$ cat config.mk
export PLATFORM = sky130hd
export DESIGN_NAME = fc_frame_stack
export DESIGN_NICKNAME = d
export VERILOG_FILES = /design/src/rtl/fc_frame_stack.sv
export SDC_FILE = /design/constraint.sdc
export NUM_CORES = 2
export LEC_CHECK = 0
export ABC_AREA = 1
export CORE_ASPECT_RATIO = 1.4
export CORE_MARGIN = 4
export CORE_UTILIZATION = 59
export DETAILED_ROUTE_END_ITERATION = 6
export PLACE_DENSITY = 0.83
export SYNTH_ARGS = -nofsm -noshare
export SYNTH_HDL_FRONTEND = slang
export SYNTH_SLANG_ARGS = --single-unit
export TNS_END_PERCENT = 20
$ cat constraint.sdc
create_clock -name clk -period 24.7 [get_ports clk]
set_input_delay 3.705 -clock clk [delete_from_list [all_inputs] [get_ports clk]]
set_output_delay 3.705 -clock clk [all_outputs]
set_load 0.02 [all_outputs]
$ cat src/rtl/fc_frame_stack.sv
// rtl/fc_frame_stack.sv - LIFO of saved register-file frames for call/return
module fc_frame_stack #(
  parameter  int WIDTH = 16,
  parameter  int NREGS = 15,
  parameter  int DEPTH = 8,
  localparam int FW    = WIDTH * NREGS,
  localparam int SPW   = $clog2(DEPTH + 1),
  localparam int AW    = (DEPTH > 1) ? $clog2(DEPTH) : 1
) (
  input  logic           clk,
  input  logic           rst_n,
  input  logic           push,
  input  logic           pop,
  input  logic           clear_err,
  input  logic [FW-1:0]  fc_in,
  output logic [FW-1:0]  fc_out,
  output logic           restore,
  output logic           busy,
  output logic [SPW-1:0] sp,
  output logic           empty,
  output logic           full,
  output logic           overflow,
  output logic           underflow,
  output logic           proto_err
);

  typedef enum logic [0:0] {
    ST_IDLE    = 1'b0,
    ST_RESTORE = 1'b1
  } state_t;

  state_t state, state_nxt;

  logic [FW-1:0]  mem [DEPTH];
  logic [SPW-1:0] sp_m1;
  logic           do_push;
  logic           do_pop;
  logic           ovf_evt;
  logic           udf_evt;
  logic           proto_evt;

  assign empty = (sp == '0);
  assign full  = (sp == SPW'(DEPTH));
  assign sp_m1 = sp - 1'b1;

  // Strobes decode straight from the state register, so no input can reach them.
  assign restore = (state == ST_RESTORE);
  assign busy    = (state == ST_RESTORE);

  // State register; reset aborts any restore in progress.
  always_ff @(posedge clk or negedge rst_n) begin
    if (!rst_n) begin
      state <= ST_IDLE;
    end else begin
      state <= state_nxt;
    end
  end

  // Next-state and command decode; push has priority over a same-cycle pop.
  always_comb begin
    state_nxt = state;
    do_push   = 1'b0;
    do_pop    = 1'b0;
    ovf_evt   = 1'b0;
    udf_evt   = 1'b0;
    proto_evt = 1'b0;
    case (state)
      ST_IDLE: begin
        if (push) begin
          if (full) begin
            ovf_evt = 1'b1;
          end else begin
            do_push = 1'b1;
          end
          if (pop) begin
            proto_evt = 1'b1;
          end
        end else if (pop) begin
          if (empty) begin
            udf_evt = 1'b1;
          end else begin
            do_pop    = 1'b1;
            state_nxt = ST_RESTORE;
          end
        end
      end
      ST_RESTORE: begin
        proto_evt = push | pop;
        state_nxt = ST_IDLE;
      end
      default: begin
        state_nxt = ST_IDLE;
      end
    endcase
  end

  // Stack pointer moves only on accepted commands, so it cannot wrap.
  always_ff @(posedge clk or negedge rst_n) begin
    if (!rst_n) begin
      sp <= '0;
    end else if (do_push) begin
      sp <= sp + 1'b1;
    end else if (do_pop) begin
      sp <= sp_m1;
    end
  end

  // Frame storage is left unreset; only slots below sp are ever read.
  always_ff @(posedge clk) begin
    if (do_push) begin
      mem[sp[AW-1:0]] <= fc_in;
    end
  end

  // Popped frame is held for the register file until the next pop.
  always_ff @(posedge clk or negedge rst_n) begin
    if (!rst_n) begin
      fc_out <= '0;
    end else if (do_pop) begin
      fc_out <= mem[sp_m1[AW-1:0]];
    end
  end

  // Sticky error flags; a new error in the clearing cycle keeps its flag set.
  always_ff @(posedge clk or negedge rst_n) begin
    if (!rst_n) begin
      overflow  <= 1'b0;
      underflow <= 1'b0;
      proto_err <= 1'b0;
    end else begin
      if (ovf_evt) begin
        overflow <= 1'b1;
      end else if (clear_err) begin
        overflow <= 1'b0;
      end
      if (udf_evt) begin
        underflow <= 1'b1;
      end else if (clear_err) begin
        underflow <= 1'b0;
      end
      if (proto_evt) begin
        proto_err <= 1'b1;
      end else if (clear_err) begin
        proto_err <= 1'b0;
      end
    end
  end

endmodule

After elaboration in Yosys (flattened, before gate mapping)

Memory sizes are Yosys's and may differ from the RTL's. A register that Yosys moved wholly into a read port is not among the register bits.
Index checks and enable logic that the tools add are counted.

Input port bits: 245
Latch bits: 0
Bits in read-only memories: 0
Bits in registers: 8
Memories kept: 1
Logic and storage cells: 43
RAM bits: 1,920
Output and inout bits: 251

$mul: 0
Bitwise operators: 2
Equal/unequal tests: 1
Reductions and logical operators: 6
Shifts and indexed selects: 0
Mux-type cells: 26
Add/subtract/negate cells: 2
Divide/modulo/power cells: 0
Magnitude comparators: 0

Memory list:

| memory | depth | bits a word | read ports | clocked after Yosys merged registers in | wr ports | RTL line | source |
|---|---|---|---|---|---|---|---|
| mem    | 8     | 240         | 1          | 1                                       | 1        | 34       | `logic [FW-1:0] mem [DEPTH];` |

Operators with widths:

| kind                                                                | number |
|---|---|
| 1-bit 2-to-1 mux                                                    | 22 |
| 4-bit 2-to-1 mux                                                    | 2 |
| 2-bit nonzero test                                                  | 4 |
| 4-bit by 1-bit adder with 4-bit output (second input constant)      | 1 |
| 4-bit equality test (second input constant)                         | 1 |
| 4-bit zero test                                                     | 1 |
| 1-bit case mux with 2 select lines                                  | 2 |
| 4-bit by 1-bit subtractor with 4-bit output (second input constant) | 1 |
| 1-bit zero test                                                     | 1 |
| 1-bit NOT                                                           | 1 |
| 1-bit bitwise OR                                                    | 1 |

Longest topological paths before layout

Word-level depth: 7
Depth in mapped cells: 16
Depth with buffers taken out: 9

Least setup slack after synthesis

Ideal clock, no wire load.

Kind: input to register
Start point: in push
End point: mem mem[6][0] in the netlist's numbering (enable)
Path buffers: 0
Path slack: 3,256 ps
Stages: 6
Data required time: 23,565 ps
Data arrival time: 20,310 ps
Library setup time: 1,135 ps
Cell sequence: inv_1 -> nor2_1 -> nand2_1 -> inv_1 -> nand2_1 -> nor3_1

Word-level cells in the longest chain between the ends: 4

Ends and longest elaborated chain:

| what                                   | RTL line | source |
|---|---|---|
| from (decl)                            | 12       | `input logic push,` |
| 1-bit 2-to-1 mux                       | 69       | `if (push) begin` |
| 1-bit 2-to-1 mux                       | 67       | `case (state)` |
| 1-bit 2-to-1 mux                       | 110      | `if (do_push) begin` |
| 1-bit 2-to-1 mux (implied by the code) | 111      | `mem[sp[AW-1:0]] <= fc_in;` |
| to (decl)                              | 34       |  |

Every way passes these cells.

Worst setup path after layout

Start point: in push
End point: mem mem[4][220] in the netlist's numbering (enable)

Same word-level chain as after synthesis.

==> parameters.txt <==
Parameter                              Value

Route
  Total length of routed wires    208 mm
  Pre-antenna DRT Iters    6
  DR DRC count    0
  DRC violation total after the first TritonRoute iteration    6530
  Detail-routed via count per cell    5.90
  Antenna Violating Nets Remaining    0
  Number of vias after detailed routing    54800
  Routed wire per std cell    22.5 um

Clocking
  Clock Sinks    2168
  Clock-pin transition on the worst setup and hold timing paths    60 ps
  H-tree lvl count    4
  Post-CTS sizing    0
  Worst-case clock buffer depth    3
  TritonCTS clock tree    done
  Total CTS buffers    187
  Insertion delay of the later-clocked pin in the worst-skew pair    840 ps
  Setup fix buffers added after clock tree synthesis    0
  CTS Hold Bufs    0
  Clock root buffer    clkbuf_16

Critical path
  Type of the worst setup path    input pin to register
  Endpoint kind of the worst setup timing path    register
  Worst path most repeated cell    buf_4
  Critical path, cell by cell    clkdlybuf4s50_1, inv_1, nor2_1, nand2_1, inv_1, nand2_1, nor2_4, buf_4, buf_4, buf_4
  Critical path peak fanout    52
  Startpoint class of the critical path    input pin
  Cell at the slowest stage of the critical path    buf_4
  WP data arrival    7670 ps
  Largest stage delay on the critical path    820 ps
  Worst endpoint required time    25140 ps

Logic synthesis
  Top cells by area in the synthesized netlist    edfxtp_1 (69%), dfrtp_1 (7.4%), nand2_1 (6.9%)
  Most used standard cells in the synthesized netlist    edfxtp_1 (1920), nand2_1 (1541), nor2_1 (1192), nand3_1 (605), o21ai_0 (477)
  Number of warnings printed during yosys synthesis    0
  Count leader, synth    edfxtp_1
  Share of Yosys cell area claimed by the top area cell type    68.7%
  Synthesized net count    7078
  Post-synthesis instance area    83900 um2
  Post-Syn Instances    6831
  Post-synth cell types    26
  Dominant synthesized flop cell    edfxtp_1
  Largest area contributor in the synthesized netlist    edfxtp_1
  Register bit count reported by yosys    2168
  Number of flops mapped to enable cells by yosys    1920
  Ys async rst share    11.4%
  Avg Cell Area, Syn    12.3 um2
  Share of synthesized area occupied by flip-flops and latches    76.1%

Global routing
  GR Overflow Total    0
  First-pass GRT wire length    312 mm
  Number of antenna violations at the first check in global routing    45
  Pin count of the biggest net entering global routing    236
  Via count of the first global-routing pass    54300
  Overall track demand over capacity in global routing    27.5%

Worst hold path
  Class of the tightest hold or removal check    register to register

Placed design
  Detail Placement HPWL    106 mm
  Final RePlAce weighted congestion    0.806
  Placed instance area    90000 um2
  Count of port buffers added during placement    495

Final layout
  Layout cell share with drive strength beyond 1    5.06%
  Layout Area Growth over Synthesis    15.0%
  Layout Utilization    68.4%
  Multi-input gate area in the final layout    17600 um2
  Cell area after layout    96500 um2
  Number of fillers in the final layout    8988
  Net count reported at finish    7432
  Register area    63900 um2

Floorplanning
  Vert. Die Dim    454 um
  Effective utilization at floorplan    59.5%
  Row cnt    163
  Core area    141000 um2
  Die area    148000 um2
  Top Ports    496
  Horizontal die dimension    327 um

STA
  Final setup skew    39.3 ps
  Achievable clock frequency    138 MHz
  Endpoints failing hold    0
  Final Hold Slack    502 ps
  Final period util    29.3%
  Unrepaired setup endpoints after global routing    no
  Minimum period implied by the final worst setup slack    7230 ps
  Total Neg Setup Slack    0 ps
  # setup viols final    0
  Final number of max-transition violations    0
  Worst Max-Slew Pin Slew    1170 ps
  Max_slew headroom    21.8%

Power and ir drop
  Leakage power figure    0.0349 uW
  Power after layout    12400 uW
  Max IR drop VDD    171 uV
  P per Cell Area    129 nW/um2

Flow run
  Max cap viols    0

Run status
  Outcome    finished, final reports clean
[final timing paths]
check	from	to	slack, ps	depth (start not counted)
worst max register to register	sp[0]	mem[4][220]	19330	10
worst min-delay path	fc_out[123]	fc_out[123]	500	2
min in group asynchronous	rst_n	fc_out[146]	2900	1
worst max-delay path	push	mem[4][220]	17470	10
max in group asynchronous	rst_n	fc_out[29]	18880	4
worst min register to register	fc_out[123]	fc_out[123]	500	2
[cell usage in the layout, fill, tap and decap left out, types with 26 or more instances in the layout]
cell type,n
buf_4,59
o21ai_0,477
nand2_1,1541
clkinv_2,28
nor2_1,1186
clkdlybuf4s50_1,494
dfrtp_1,247
diode_2,40
clkbuf_8,26
inv_1,149
o211ai_1,111
nand3_1,605
clkinv_1,35
a21oi_1,28
o21ai_1,143
edfxtp_1,1920
clkbuf_16,187
clkbuf_1,29
[metrics by stage]
step | std cells | setup WS, ps
2_1_floorplan | 6831 | 3260
3_3_place_gp | 8893 | 16730
3_5_place_dp | 8893 | 16680
4_1_cts | 9242 | 17380
5_1_grt | 9266 | 17350
6_report | 9282 | 17470
[registers in the layout (all words and copies together) (netlist names)]
signal     flops
sp             4
fc_out       240
proto_err      1
mem         1920
busy           1
overflow       1
underflow      1
[logic make-up after synthesis]
kind of cell    share of synthesized area (%)
buf+inv                                  3.08
fa+ha+maj                              0.0298
flops                                    76.1
xor+xnor                               0.0418
simple gates                             15.9
compound gates                           4.87
[power by group]
group | internal [uW] | leakage (uW) | switching, uW
logic | 1420 | 0.0113 | 3080
clock network | 1700 | 0.00312 | 1300
registers | 4610 | 0.0205 | 290
total | 7740 | 0.0349 | 4680
[layer usage]
metal	track usage (%)	up-vias	part of all wire, %
met1	34.3	26700	36
met4	14.0	14	4.3
met3	5.77	551	9.7
met5	0	-	0.047
li1	-	24400	-
met2	45.9	3119	50
[worst max-delay path, delay by kind of cell]
kind                   cells  cell delay, ps
AND/OR/NAND/NOR            4             740
buffers and inverters      6            3090
[cell type report]
type / instances / share of cell area, %
Antenna cell: 40 / 0.104
Clock buffer: 242 / 5.33
Clock inverter: 107 / 1.29
Inverter: 152 / 0.616
Multi-Input combinational cell: 4111 / 18.2
Sequential cell: 2168 / 66.2
Tap cell: 1897 / 2.46
Timing Repair Buffer: 565 / 5.83
No activity file was read; power rests on OpenSTA's default activity.
